## src/rtl/kernel_wavetable_reader_pkg.sv

```systemverilog
// Shared types, constants and address helper for the wavetable reader.
package kernel_wavetable_pkg;

  typedef enum logic [1:0] {
    IDLE  = 2'd0,
    RUN   = 2'd1,
    DRAIN = 2'd2,
    ABORT = 2'd3
  } state_e;

  localparam int MEM_WORDS  = 5120;
  localparam int FIFO_DEPTH = 4;
  localparam int RD_LAT     = 1;

  // base + idx folded back into the memory once; idx never exceeds one window.
  function automatic int unsigned wrap_addr(input int unsigned base,
                                            input int unsigned idx,
                                            input int unsigned mem_words);
    int unsigned sum;
    sum = base + idx;
    if (sum >= mem_words) sum = sum - mem_words;
    return sum;
  endfunction

endpackage

```

## src/rtl/kernel_wavetable_reader_if.sv

```systemverilog
// Avalon-MM read port plus sample stream bundled into one interface.
interface kernel_wavetable_reader_if #(
  parameter int ADDR_W = 13,
  parameter int DATA_W = 32
);
  logic [ADDR_W-1:0] avm_address;
  logic              avm_chipselect;
  logic              avm_write;
  logic [3:0]        avm_byteenable;
  logic [DATA_W-1:0] avm_writedata;
  logic              avm_clken;
  logic [DATA_W-1:0] avm_readdata;
  logic [DATA_W-1:0] st_data;
  logic              st_valid;
  logic              st_ready;

  modport master (
    output avm_address, avm_chipselect, avm_write, avm_byteenable,
    output avm_writedata, avm_clken, st_data, st_valid,
    input  avm_readdata, st_ready
  );

  modport slave (
    input  avm_address, avm_chipselect, avm_write, avm_byteenable,
    input  avm_writedata, avm_clken, st_data, st_valid,
    output avm_readdata, st_ready
  );
endinterface

```

## src/rtl/kernel_wavetable_fifo.sv

```systemverilog
// First-word-fall-through FIFO; the head entry is always visible on rdata_o.
module kernel_wavetable_fifo #(
  parameter int DATA_W = 32,
  parameter int DEPTH  = 4
) (
  input  logic                   clk,
  input  logic                   reset_n,
  input  logic                   push_i,
  input  logic                   pop_i,
  input  logic                   flush_i,
  input  logic [DATA_W-1:0]      wdata_i,
  output logic [DATA_W-1:0]      rdata_o,
  output logic [$clog2(DEPTH):0] count_o,
  output logic                   empty_o,
  output logic                   full_o
);
  localparam int PTR_W = $clog2(DEPTH);
  localparam int CNT_W = PTR_W + 1;

  logic [DATA_W-1:0] mem_q [DEPTH];
  logic [PTR_W-1:0]  wr_ptr_q, rd_ptr_q;
  logic [CNT_W-1:0]  count_q;
  logic              do_push, do_pop;

  assign do_push = push_i && !full_o;
  assign do_pop  = pop_i && !empty_o;

  // Storage, pointers and occupancy; flush empties the queue in one cycle.
  always_ff @(posedge clk or negedge reset_n) begin
    if (!reset_n) begin
      for (int i = 0; i < DEPTH; i++) mem_q[i] <= '0;
      wr_ptr_q <= '0;
      rd_ptr_q <= '0;
      count_q  <= '0;
    end else if (flush_i) begin
      wr_ptr_q <= '0;
      rd_ptr_q <= '0;
      count_q  <= '0;
    end else begin
      if (do_push) begin
        mem_q[wr_ptr_q] <= wdata_i;
        wr_ptr_q        <= wr_ptr_q + 1'b1;
      end
      if (do_pop) rd_ptr_q <= rd_ptr_q + 1'b1;
      if (do_push && !do_pop)      count_q <= count_q + 1'b1;
      else if (!do_push && do_pop) count_q <= count_q - 1'b1;
    end
  end

  assign rdata_o = mem_q[rd_ptr_q];
  assign count_o = count_q;
  assign empty_o = (count_q == '0);
  assign full_o  = (count_q == CNT_W'(DEPTH));
endmodule

```

## src/rtl/kernel_wavetable_reader.sv

```systemverilog
// Streams a window of on-chip memory words into the DDS sample path.
//
//   state | meaning
//   IDLE  | waiting for start; nothing outstanding
//   RUN   | issuing reads while FIFO credit allows
//   DRAIN | all reads of a one-shot pass issued; emptying FIFO
//   ABORT | stop seen; waiting for the last read, then flush
module kernel_wavetable_reader #(
  parameter int ADDR_W     = 13,
  parameter int DATA_W     = 32,
  parameter int MEM_WORDS  = kernel_wavetable_pkg::MEM_WORDS,
  parameter int FIFO_DEPTH = kernel_wavetable_pkg::FIFO_DEPTH
) (
  input  logic                       clk,
  input  logic                       reset_n,
  input  logic                       start,
  input  logic                       stop,
  input  logic [ADDR_W-1:0]          base_addr,
  input  logic [ADDR_W-1:0]          length,
  input  logic                       loop_en,
  output logic                       busy,
  output logic                       done,
  kernel_wavetable_reader_if.master  bus
);
  import kernel_wavetable_pkg::*;

  localparam int CNT_W = $clog2(FIFO_DEPTH) + 1;

  state_e            state_q;
  logic [ADDR_W-1:0] base_q, len_q, idx_q, addr_q;
  logic              loop_q, cs_q, busy_q, done_q;
  logic [RD_LAT-1:0] rd_pipe_q;

  logic [CNT_W-1:0]  fifo_count;
  logic              fifo_empty, fifo_full, fifo_push, fifo_pop, fifo_flush;
  logic [DATA_W-1:0] fifo_head;

  logic              st_valid_w, can_issue, pass_end, rd_idle;
  int                count_nxt;
  logic [ADDR_W-1:0] issue_base, issue_idx, issue_len, issue_addr, idx_inc;

  // Credit, next-read address and pass-end decode shared by the FSM.
  always_comb begin
    st_valid_w = !fifo_empty && (state_q != ABORT);
    fifo_pop   = st_valid_w && bus.st_ready;
    fifo_push  = rd_pipe_q[RD_LAT-1];
    rd_idle    = !cs_q && (rd_pipe_q == '0);
    fifo_flush = (state_q == ABORT) && rd_idle;
    // Occupancy after this edge plus the read still on the bus must leave room.
    count_nxt  = int'(fifo_count) + int'(fifo_push) - int'(fifo_pop);
    can_issue  = !fifo_full && ((count_nxt + int'(cs_q)) < FIFO_DEPTH);
    // In IDLE the first read goes out on the start edge itself.
    issue_base = (state_q == IDLE) ? base_addr : base_q;
    issue_idx  = (state_q == IDLE) ? '0 : idx_q;
    issue_len  = (state_q == IDLE) ? length : len_q;
    issue_addr = ADDR_W'(wrap_addr(32'(issue_base), 32'(issue_idx), MEM_WORDS));
    idx_inc    = issue_idx + 1'b1;
    pass_end   = (idx_inc == issue_len);
  end

  // Sequencer with registered Avalon strobe, busy and done.
  always_ff @(posedge clk or negedge reset_n) begin
    if (!reset_n) begin
      state_q   <= IDLE;
      base_q    <= '0;
      len_q     <= '0;
      idx_q     <= '0;
      addr_q    <= '0;
      loop_q    <= 1'b0;
      cs_q      <= 1'b0;
      busy_q    <= 1'b0;
      done_q    <= 1'b0;
      rd_pipe_q <= '0;
    end else begin
      done_q    <= 1'b0;
      cs_q      <= 1'b0;
      rd_pipe_q <= RD_LAT'({rd_pipe_q, cs_q});
      case (state_q)
        IDLE: begin
          if (start && !stop) begin
            if (length == '0) begin
              done_q <= 1'b1;
            end else begin
              base_q <= base_addr;
              len_q  <= length;
              loop_q <= loop_en;
              cs_q   <= 1'b1;
              addr_q <= issue_addr;
              busy_q <= 1'b1;
              if (pass_end) begin
                idx_q   <= '0;
                state_q <= loop_en ? RUN : DRAIN;
              end else begin
                idx_q   <= idx_inc;
                state_q <= RUN;
              end
            end
          end
        end
        RUN: begin
          if (stop) begin
            state_q <= ABORT;
          end else if (can_issue) begin
            cs_q   <= 1'b1;
            addr_q <= issue_addr;
            if (pass_end) begin
              idx_q <= '0;
              if (!loop_q) state_q <= DRAIN;
            end else begin
              idx_q <= idx_inc;
            end
          end
        end
        DRAIN: begin
          if (stop) begin
            state_q <= ABORT;
          end else if (rd_idle && (count_nxt == 0)) begin
            done_q  <= 1'b1;
            busy_q  <= 1'b0;
            state_q <= IDLE;
          end
        end
        ABORT: begin
          if (rd_idle) begin
            done_q  <= 1'b1;
            busy_q  <= 1'b0;
            state_q <= IDLE;
          end
        end
        default: state_q <= IDLE;
      endcase
    end
  end

  kernel_wavetable_fifo #(
    .DATA_W (DATA_W),
    .DEPTH  (FIFO_DEPTH)
  ) u_fifo (
    .clk     (clk),
    .reset_n (reset_n),
    .push_i  (fifo_push),
    .pop_i   (fifo_pop),
    .flush_i (fifo_flush),
    .wdata_i (bus.avm_readdata),
    .rdata_o (fifo_head),
    .count_o (fifo_count),
    .empty_o (fifo_empty),
    .full_o  (fifo_full)
  );

  assign bus.avm_address    = addr_q;
  assign bus.avm_chipselect = cs_q;
  assign bus.avm_write      = 1'b0;
  assign bus.avm_byteenable = 4'hF;
  assign bus.avm_writedata  = '0;
  assign bus.avm_clken      = 1'b1;
  assign bus.st_data        = fifo_head;
  assign bus.st_valid       = st_valid_w;
  assign busy               = busy_q;
  assign done               = done_q;
endmodule

```

## src/flat_wrapper.sv

```systemverilog
// flat-port wrapper written by rule: the top's interface ports become plain ports
module kernel_wavetable_reader_flat import kernel_wavetable_pkg::*;
#(
  parameter int ADDR_W     = 13,
  parameter int DATA_W     = 32,
  parameter int MEM_WORDS  = kernel_wavetable_pkg::MEM_WORDS,
  parameter int FIFO_DEPTH = kernel_wavetable_pkg::FIFO_DEPTH
)
  (clk, reset_n, start, stop, base_addr, length, loop_en, busy, done, bus_avm_address, bus_avm_chipselect, bus_avm_write, bus_avm_byteenable, bus_avm_writedata, bus_avm_clken, bus_st_data, bus_st_valid, bus_avm_readdata, bus_st_ready);
  kernel_wavetable_reader_if #(.ADDR_W(ADDR_W), .DATA_W(DATA_W)) bus_i ();
  input  logic clk;
  input  logic reset_n;
  input  logic start;
  input  logic stop;
  input  logic [ADDR_W-1:0] base_addr;
  input  logic [ADDR_W-1:0] length;
  input  logic loop_en;
  output logic busy;
  output logic done;
  output wire logic [$bits(bus_i.avm_address)-1:0] bus_avm_address;
  output wire logic [$bits(bus_i.avm_chipselect)-1:0] bus_avm_chipselect;
  output wire logic [$bits(bus_i.avm_write)-1:0] bus_avm_write;
  output wire logic [$bits(bus_i.avm_byteenable)-1:0] bus_avm_byteenable;
  output wire logic [$bits(bus_i.avm_writedata)-1:0] bus_avm_writedata;
  output wire logic [$bits(bus_i.avm_clken)-1:0] bus_avm_clken;
  output wire logic [$bits(bus_i.st_data)-1:0] bus_st_data;
  output wire logic [$bits(bus_i.st_valid)-1:0] bus_st_valid;
  input wire logic [$bits(bus_i.avm_readdata)-1:0] bus_avm_readdata;
  input wire logic [$bits(bus_i.st_ready)-1:0] bus_st_ready;
  assign bus_avm_address = bus_i.avm_address;
  assign bus_avm_chipselect = bus_i.avm_chipselect;
  assign bus_avm_write = bus_i.avm_write;
  assign bus_avm_byteenable = bus_i.avm_byteenable;
  assign bus_avm_writedata = bus_i.avm_writedata;
  assign bus_avm_clken = bus_i.avm_clken;
  assign bus_st_data = bus_i.st_data;
  assign bus_st_valid = bus_i.st_valid;
  assign bus_i.avm_readdata = bus_avm_readdata;
  assign bus_i.st_ready = bus_st_ready;
  kernel_wavetable_reader #(.ADDR_W(ADDR_W), .DATA_W(DATA_W), .MEM_WORDS(MEM_WORDS), .FIFO_DEPTH(FIFO_DEPTH)) u_core (.clk(clk), .reset_n(reset_n), .start(start), .stop(stop), .base_addr(base_addr), .length(length), .loop_en(loop_en), .busy(busy), .done(done), .bus(bus_i));
endmodule
```

## config.mk

```make
export PLATFORM = sky130hd
export DESIGN_NAME = kernel_wavetable_reader_flat
export DESIGN_NICKNAME = d
export VERILOG_FILES = /design/src/rtl/kernel_wavetable_reader_pkg.sv /design/src/rtl/kernel_wavetable_reader_if.sv /design/src/rtl/kernel_wavetable_fifo.sv /design/src/rtl/kernel_wavetable_reader.sv /design/src/flat_wrapper.sv
export SDC_FILE = /design/constraint.sdc
export NUM_CORES = 1
export LEC_CHECK = 0
export ABC_AREA = 0
export ABC_CLOCK_PERIOD_IN_PS = 6300
export BUFFER_PORTS_ARGS = -buffer_cell sky130_fd_sc_hd__buf_2
export CAP_MARGIN = 25
export CORE_MARGIN = 2
export CORE_UTILIZATION = 55
export CTS_CLUSTER_SIZE = 28
export DETAILED_ROUTE_END_ITERATION = 6
export GPL_TIMING_DRIVEN = 0
export PLACE_DENSITY = 0.84
export SLEW_MARGIN = 20
export SYNTH_ARGS = -nofsm -noshare
export SYNTH_HDL_FRONTEND = slang
export SYNTH_HIERARCHICAL = 1
export SYNTH_SLANG_ARGS = --single-unit
```

## constraint.sdc

```tcl
create_clock -name clk -period 6.3 [get_ports clk]
set_input_delay 0.63 -clock clk [delete_from_list [all_inputs] [get_ports clk]]
set_output_delay 0.63 -clock clk [all_outputs]
set_load 0.01 [all_outputs]
```

==> impl.org, run 1 <==
** STA
- Final setup skew :: 12.8 ps
- Setup repair after global routing left no endpoint under its margin.
- Setup violations remaining at the end of the flow were counted as 0.
- After routing, the total negative slack on setup checks comes to 0 ps.
- For the finished layout, the period the worst path requires is 5660 ps.
- Final worst path period share :: 0.898
- Final Max Tran Viols :: 0
- Max Freq :: 177 MHz
- At the pin with the least slew margin, the transition time is 772 ps.
- In this run the tightest slew margin relative to its limit is 0.485.
- Hold Fails Final Rpt :: 0

** Cells and area
- Area taken by flip-flops and latches :: 4850 µm²
- Synthesis-to-finish area growth :: 15.3%
- Fraction of layout instances using a drive strength above 1 :: 0.425
- After routing the design area is 12800 µm².
- Once layout is complete, the cells apart from fillers number 1294.
- In the layout the commonest cells are 194 x dfrtp_1, 121 x buf_2, 120 x mux2_4.
- Most common cell after layout, fill and taps aside :: dfrtp_1
- Number of filler cells placed in the layout :: 1507
- Once layout is complete, the utilization of the core stands at 0.641.
- After the last flow step, the layout net total stands at 1106.
- Summing all multi-input logic gate instances after layout gives 5780 µm².

** Worst setup path
- The worst setup path is of the flip-flop to flip-flop kind.
- Required arrival time at the worst endpoint :: 6660 ps
- Maximum fanout along the worst path :: 10
- The worst setup path is launched from a flip-flop.
- The worst setup path is captured at a flip-flop.
- CP Data Arrival Time :: 6020 ps

** Synthesis
- Synthesized instance count :: 841
- After synthesis, the share of cell area in mux cells is 0.285.
- By area, the combinational part of the netlist is dominated by multiplexers.
- Seq cells post-synth :: 194
- Proportion of synthesized chip area in sequential cells :: 0.436
- Synthesized area divided by synthesized cell count :: 13.2 µm²
- Post-synthesis compound-gate area fraction :: 0.0620
- Of the total synthesized cell area, the portion taken by XOR and XNOR cells is 0.0329.
- In this run, distinct cell masters in the synthesized netlist total 73.
- Yosys printed 6 warnings.
- Synthesized-area fraction occupied by and/or/nand/nor cells :: 0.0867
- Mapped Area :: 11100 µm²
- The synthesized design contains 0 enable-type register cells.
- Adder and majority cell fraction of the synthesized area :: 0.0391
- Async SR Flop Fraction :: 1.00
- The most used flip-flop cell after synthesis is dfrtp_1.

** Routing
- Met3 routed WL :: 772 µm
- In this run the remaining antenna-violating nets after routing total 0.
- Summed over all layers, the routed wires come to 23600 µm.
- The first detailed-routing pass took 4 iterations.
- Top Layer Used :: met4
- After detailed routing, the number of remaining DRC violations is 0.
- In the final routing, the length of wire on met1 measures 10300 µm.
- DR WL met2 :: 12400 µm
- After detailed routing, the number of vias per cell comes to 5.49.
- The detailed router placed 7106 vias in this run.
- Violation count after the first detailed-routing iteration :: 351
- Dividing the detail-routed wire length by the instance count gives 18.3 µm.

** Clocking
- TritonCTS built the clock tree.
- Hold_buf cts :: 0
- The later pin in the worst-skew pair is clocked with a latency of 440 ps.
- The clock passes through at most 2 buffers.
- The number of gates resized after CTS was 0.
- Post-CTS timing repair inserted 0 buffers for setup.
- The clock net in this run drives a total of 194 sinks.
- In this run, CTS created clock tree buffers numbering 17.
- Clock Root Buffer :: clkbuf_16
- H-tree level count :: 4
- Clock-pin slew was measured on the worst setup and hold paths at 80 ps.

** Floorplanning
- After floorplanning, the core was divided into 52 placement rows.
- Core area :: 20000 µm²
- Chip Height :: 146 µm
- The floorplan step defined a die boundary enclosing 21400 µm².
- Count of boundary I/O pins :: 151
- Horizontal die dimension :: 146 µm
- The initial utilization of the core area, before any placement, comes to 0.556.

** Placed design
- Sum of net half-perimeters after detailed placement :: 16800 µm
- Summing all placed instances gives a cell area of 12200 µm².
- During placement, the flow inserted port buffers numbering 112.
- Gp weighted congestion :: 0.854
- The number of placed instances, taps included, is 1260.

** Worst hold path
- Classification of the worst-slack hold path :: input pin to async pin

** Power and ir drop
- Across the VDD grid, the largest voltage drop is 0.222 mV.
- For this design the ratio of total power to cell area is 502 nW/µm².
- Summed over all cells, the static leakage comes to 6.06 nW.

** GRT
- After global routing the overflow that remains totals 0.
- The number of global-route vias before repair is 7526.
- First-pass GRT wire length :: 39500 µm
- Initial antenna violation count :: 1
- Entering global routing, the biggest net connects 100 pins.
- Gr usage total :: 0.231

** Outcome
- The run finished with clean final reports.

** Job
- Across the run, the number of max-cap violations was 0.
==> registers in the layout, summed over array words and instances (netlist names), 2 cells and up <==
name and cells:
u_core/u_fifo/count_o 3, u_core/idx_q 13, u_core/u_fifo/rd_ptr_q 2, u_core/state_q 2, u_core/len_q 13, u_core/base_q 13
u_core/u_fifo/mem_q 128, u_core/u_fifo/wr_ptr_q 2, u_core/bus.avm_address 13
==> worst max-delay path, cell delays in order (launching register included) <==
cell	delay [ps]
dfrtp_1	410
inv_1	100
ha_1	200
buf_6	160
buf_2	230
buf_1	520
clkbuf_1	540
mux2_2	410
ha_1	380
o21ai_1	150
a21oi_1	100
or4_1	410
o221ai_1	240
xor2_1	280
ha_1	220
nand4b_1	110
nor3_1	170
nand4bb_1	130
o311ai_1	470
nand3_1	140
a31oi_1	190
==> stage by stage <==
step | power [mW] | hold WS, ps | setup WS, ps
floorplan | 4.49 | 334 | 1630
global placement | 5.18 | 426 | 801
detailed placement | 5.31 | 441 | 738
CTS | 6.49 | 242 | 677
global route | 6.89 | 256 | 184
finish | 6.45 | 212 | 644
==> kinds of logic (layout without fill, tap and decap cells) <==
kind of cell,count (synthesis),after routing
XOR/XNOR,41,41
buffers and inverters,95,240
multiplexers,211,211
adder cells (fa/ha/maj),33,33
other,2,40
AND/OR/NAND/NOR,168,168
flip-flops,194,194
AO/OA/AOI/OAI,97,97
==> power breakdown <==
part	switching, mW	internal (mW)	leakage [nW]
logic	1.52	1.70	3.29
registers	0.323	1.77	2.46
clock network	0.557	0.582	0.303
total	2.40	4.05	6.06
==> final cells by class <==
class / count / share of cell area
buffer: 76 / 0.0443
sequential: 194 / 0.378
antenna: 2 / 0.000390
timing repair buffer: 113 / 0.0466
inverter: 19 / 0.00555
clock inverter: 15 / 0.0161
clock buffer: 17 / 0.0331
tap: 270 / 0.0263
multi-input combinational: 588 / 0.450
==> path summary, 6_finish.rpt <==
check / end / slack (ps) / depth (start not counted) / from
worst max-delay path: u_core/bus.avm_address[11] / 640 / 20 / u_core/state_q[0]
worst min-delay path: u_core/u_fifo/mem_q[91] / 210 / 1 / reset_n
worst max register to register: u_core/bus.avm_address[11] / 640 / 20 / u_core/state_q[0]
worst min register to register: u_core/fifo_push / 440 / 0 / u_core/bus.avm_chipselect
max in group asynchronous: u_core/idx_q[10] / 5190 / 2 / reset_n
min in group clk: u_core/base_q[9] / 440 / 2 / base_addr[9]
==> metal layers <==
layer  vias up  GRT usage
li1       3315          -
met3        16     0.0378
met4         0     0.0578
met5         -          0
met1      3623      0.301
met2       152      0.405
==> Yosys cell counts, types with 9 or more instances <==
cell type / number / share of area
dfrtp_1: 194 / 0.44
mux2_4: 120 / 0.16
mux2_2: 49 / 0.050
nand2_1: 45 / 0.015
buf_4: 38 / 0.026
nor2_1: 35 / 0.012
mux4_2: 32 / 0.065
ha_1: 30 / 0.034
xor2_1: 24 / 0.019
a21oi_1: 20 / 0.0090
buf_6: 17 / 0.017
inv_1: 17 / 0.0057
o21ai_0: 16 / 0.0072
xnor2_1: 16 / 0.013
nor2b_1: 15 / 0.0084
nor3_1: 12 / 0.0054
a22o_1: 11 / 0.0087
nand3_1: 11 / 0.0049
buf_2: 10 / 0.0045
mux2i_1: 10 / 0.0090
clkbuf_1: 9 / 0.0030
nand2b_1: 9 / 0.0051
(Power assumes the default switching activity.)
==> run 2: changes to the inputs <==
--- a/config.mk
+++ b/config.mk
@@ -11,6 +11,7 @@
 export CAP_MARGIN = 25
 export CORE_MARGIN = 2
 export CORE_UTILIZATION = 55
+export CTS_BUF_LIST = sky130_fd_sc_hd__clkbuf_8
 export CTS_CLUSTER_SIZE = 28
 export DETAILED_ROUTE_END_ITERATION = 6
 export GPL_TIMING_DRIVEN = 0
@@ -20,3 +21,4 @@
 export SYNTH_HDL_FRONTEND = slang
 export SYNTH_HIERARCHICAL = 1
 export SYNTH_SLANG_ARGS = --single-unit
+export TNS_END_PERCENT = 100
==> run 2 against run 1 <==
Against the previous run: via count fell by 0.79%; die area is the same; critical endpoint unchanged; combinational power hardly changed; clock skew up 9.8 ps; sequential cell count is the same; fmax shrank 0.97%; first-iteration DRC count up 3.4%; setup slack got worse by 55 ps; register-to-register slack got worse by 60 ps.
==> impl.org, run 2 (same netlist as run 1, synthesis figures left out) <==
** Outcome
- The flow ran to the end, and the final reports show no timing, DRC or antenna violations.

** Floorplanning
- 151 I/O pins were placed.
- From left edge to right edge, the die measures 146 µm.
- Core area :: 20000 µm²
- Starting utilization of the core area :: 0.556
- The floorplan step defined a die boundary enclosing 21400 µm².
- In this run the core area contains 52 standard-cell rows.
- Chip Height :: 146 µm

** Clocking
- CTS sink cnt :: 194
- Clock insertion delay at the later pin of the skew report :: 480 ps
- After clock tree synthesis, the clock-pin slew on the worst setup and hold paths is 110 ps.
- The clock tree synthesis step divided the H-tree into 4 levels.
- Clock tree from TritonCTS :: yes
- In this run the post-CTS setup repair buffer count came out at 0.
- The number of gates resized after CTS was 0.
- In this run, CTS created clock tree buffers numbering 17.
- The clock passes through at most 2 buffers.
- For this design, the CTS-stage hold fixing added 0 buffers.
- Clock Root Buffer :: clkbuf_8

** STA
- Hold Fails Final Rpt :: 0
- Final setup vio count :: 0
- Setup repair after global routing left no endpoint under its margin.
- Final Max Tran Viols :: 0
- In the finished design, the share of the clock period the worst path needs comes to 0.907.
- Max Freq :: 175 MHz
- The clock period could shrink to 5710 ps.
- Setup TNS :: 0 ps
- At the pin with the least slew margin, the transition time is 763 ps.
- Max-Slew Margin vs Limit :: 0.491
- Final setup skew :: 22.5 ps

** Worst setup path
- The worst setup path is of the flip-flop to flip-flop kind.
- CP Data Arrival Time :: 6110 ps
- Type of destination of the critical path :: flip-flop
- Along the worst path, the maximum fanout reaches 10.
- STA puts the critical path data required time at 6700 ps.
- Category of the worst setup path launch point :: flip-flop

** GRT
- Summed over all layers, the global routing overflow is 0.
- Gr usage total :: 0.231
- The number of antenna violations at the first check in global routing came to 1.
- Number of global-route vias before repair :: 7491
- First-pass GRT wire length :: 39400 µm
- Entering global routing, the biggest net connects 100 pins.

** Cells and area
- Fraction of layout instances using a drive strength above 1 :: 0.425
- The final layout contains 1106 nets.
- Once layout is complete, the utilization of the core stands at 0.631.
- The register with the most flip-flops in the layout has 128 of them.
- Top register by number of flip-flops :: u_core/u_fifo/mem_q
- Most frequent cells in the layout :: 194 x dfrtp_1, 121 x buf_2, 120 x mux2_4
- Leaving out fill and tap cells, the most frequent cell in the layout is dfrtp_1.
- Synthesis-to-finish area growth :: 13.6%
- The finished layout holds 1294 standard cells, fillers aside.
- Area of all placed cells without fillers :: 12700 µm²

** Worst hold path
- The min-delay analysis places its worst path in the category input pin to async pin.

** Power and ir drop
- Power Total :: 6.18 mW
- Reg power frac :: 0.338
- The internal portion of the total power is 3.81 mW.
- Of the total power, combinational logic draws 0.522.
- In this run the static leakage power is 5.97 nW.
- Clk network pwr share :: 0.140
- Switching part of the total :: 0.383
- Power spread over the standard cell area amounts to 488 nW/µm².
- The worst-case IR drop observed on VDD is 0.218 mV.
- P_sw :: 2.37 mW

** Placed design
- Sum of net half-perimeters after detailed placement :: 16800 µm
- Gp weighted congestion :: 0.854
- Dpl cell area :: 12200 µm²
- IO Port Bufs :: 112
- Number of instances in the placed design :: 1260

** Routing
- The first detailed-routing pass took 5 iterations.
- In the routed design, unresolved DRC markers number 0.
- Via density per instance :: 5.45
- Remaining number of nets flagged by the antenna check after routing :: 0
- Total number of vias :: 7050
- After the first detailed-routing iteration, the DRC count stood at 363.
- Avg WL per Cell :: 18.3 µm
- The routed design has 23700 µm of wire.

** Job
- # Max-Cap Violations :: 0
-- run 2: critical path, stage by stage (launching register included) --
cell and delay (ps):
dfrtp_1 430, inv_1 100, ha_1 200, buf_6 160
buf_2 230, buf_1 520, clkbuf_1 580, mux2_2 410
ha_1 380, o21ai_1 150, a21oi_1 100, or4_1 420
o221ai_1 240, xor2_1 280, ha_1 220, nand4b_1 100
nor3_1 170, nand4bb_1 130, o311ai_1 480, nand3_1 140
a31oi_1 190
-- run 2: path summary, 6_finish.rpt --
kind | end | depth (start not counted) | slack (ps) | from
setup / recovery | u_core/bus.avm_address[11] | 20 | 590 | u_core/state_q[0]
hold / removal | u_core/u_fifo/mem_q[91] | 1 | 160 | reset_n
setup reg to reg | u_core/bus.avm_address[11] | 20 | 590 | u_core/state_q[0]
hold reg to reg | u_core/fifo_push | 0 | 450 | u_core/bus.avm_chipselect
max in group asynchronous | u_core/base_q[12] | 2 | 5220 | reset_n
min in group clk | u_core/base_q[6] | 2 | 400 | base_addr[6]
-- run 2: layer usage --
| metal | global-route usage | vias to the layer above | wire length (µm) |
|---|---|---|---|
| li1 | - | 3303 | - |
| met1 | 0.298 | 3572 | 10300 |
| met2 | 0.406 | 161 | 12300 |
| met3 | 0.0413 | 14 | 905 |
| met4 | 0.0573 | 0 | 193 |
| met5 | 0 | - | 0 |
-- run 2: power groups by stage --
stage	sequential, mW	clock, mW	combinational, mW
after floorplan	2.02	0	2.47
after CTS	2.09	0.893	3.24
final	2.09	0.863	3.22
after detailed placement	2.10	0	3.21
after global routing	2.15	0.937	3.52
after global placement	2.06	0	3.12
-- run 2: cell type report --
class / instances / area (µm²)
inverter: 19 / 71.3
sequential: 194 / 4850
antenna: 2 / 5.00
timing repair buffer: 113 / 598
buffer: 76 / 569
multi-input combinational: 588 / 5780
fill: 1526 / 7390
clock inverter: 15 / 206
tap: 270 / 338
clock buffer: 17 / 234
-- run 2: metrics by stage --
| step | worst slack, ps | hold slack [ps] |
|---|---|---|
| after floorplan | 1630 | 334 |
| after global placement | 801 | 426 |
| after detailed placement | 738 | 441 |
| after CTS | 675 | 179 |
| after global routing | 173 | 193 |
| final | 589 | 164 |
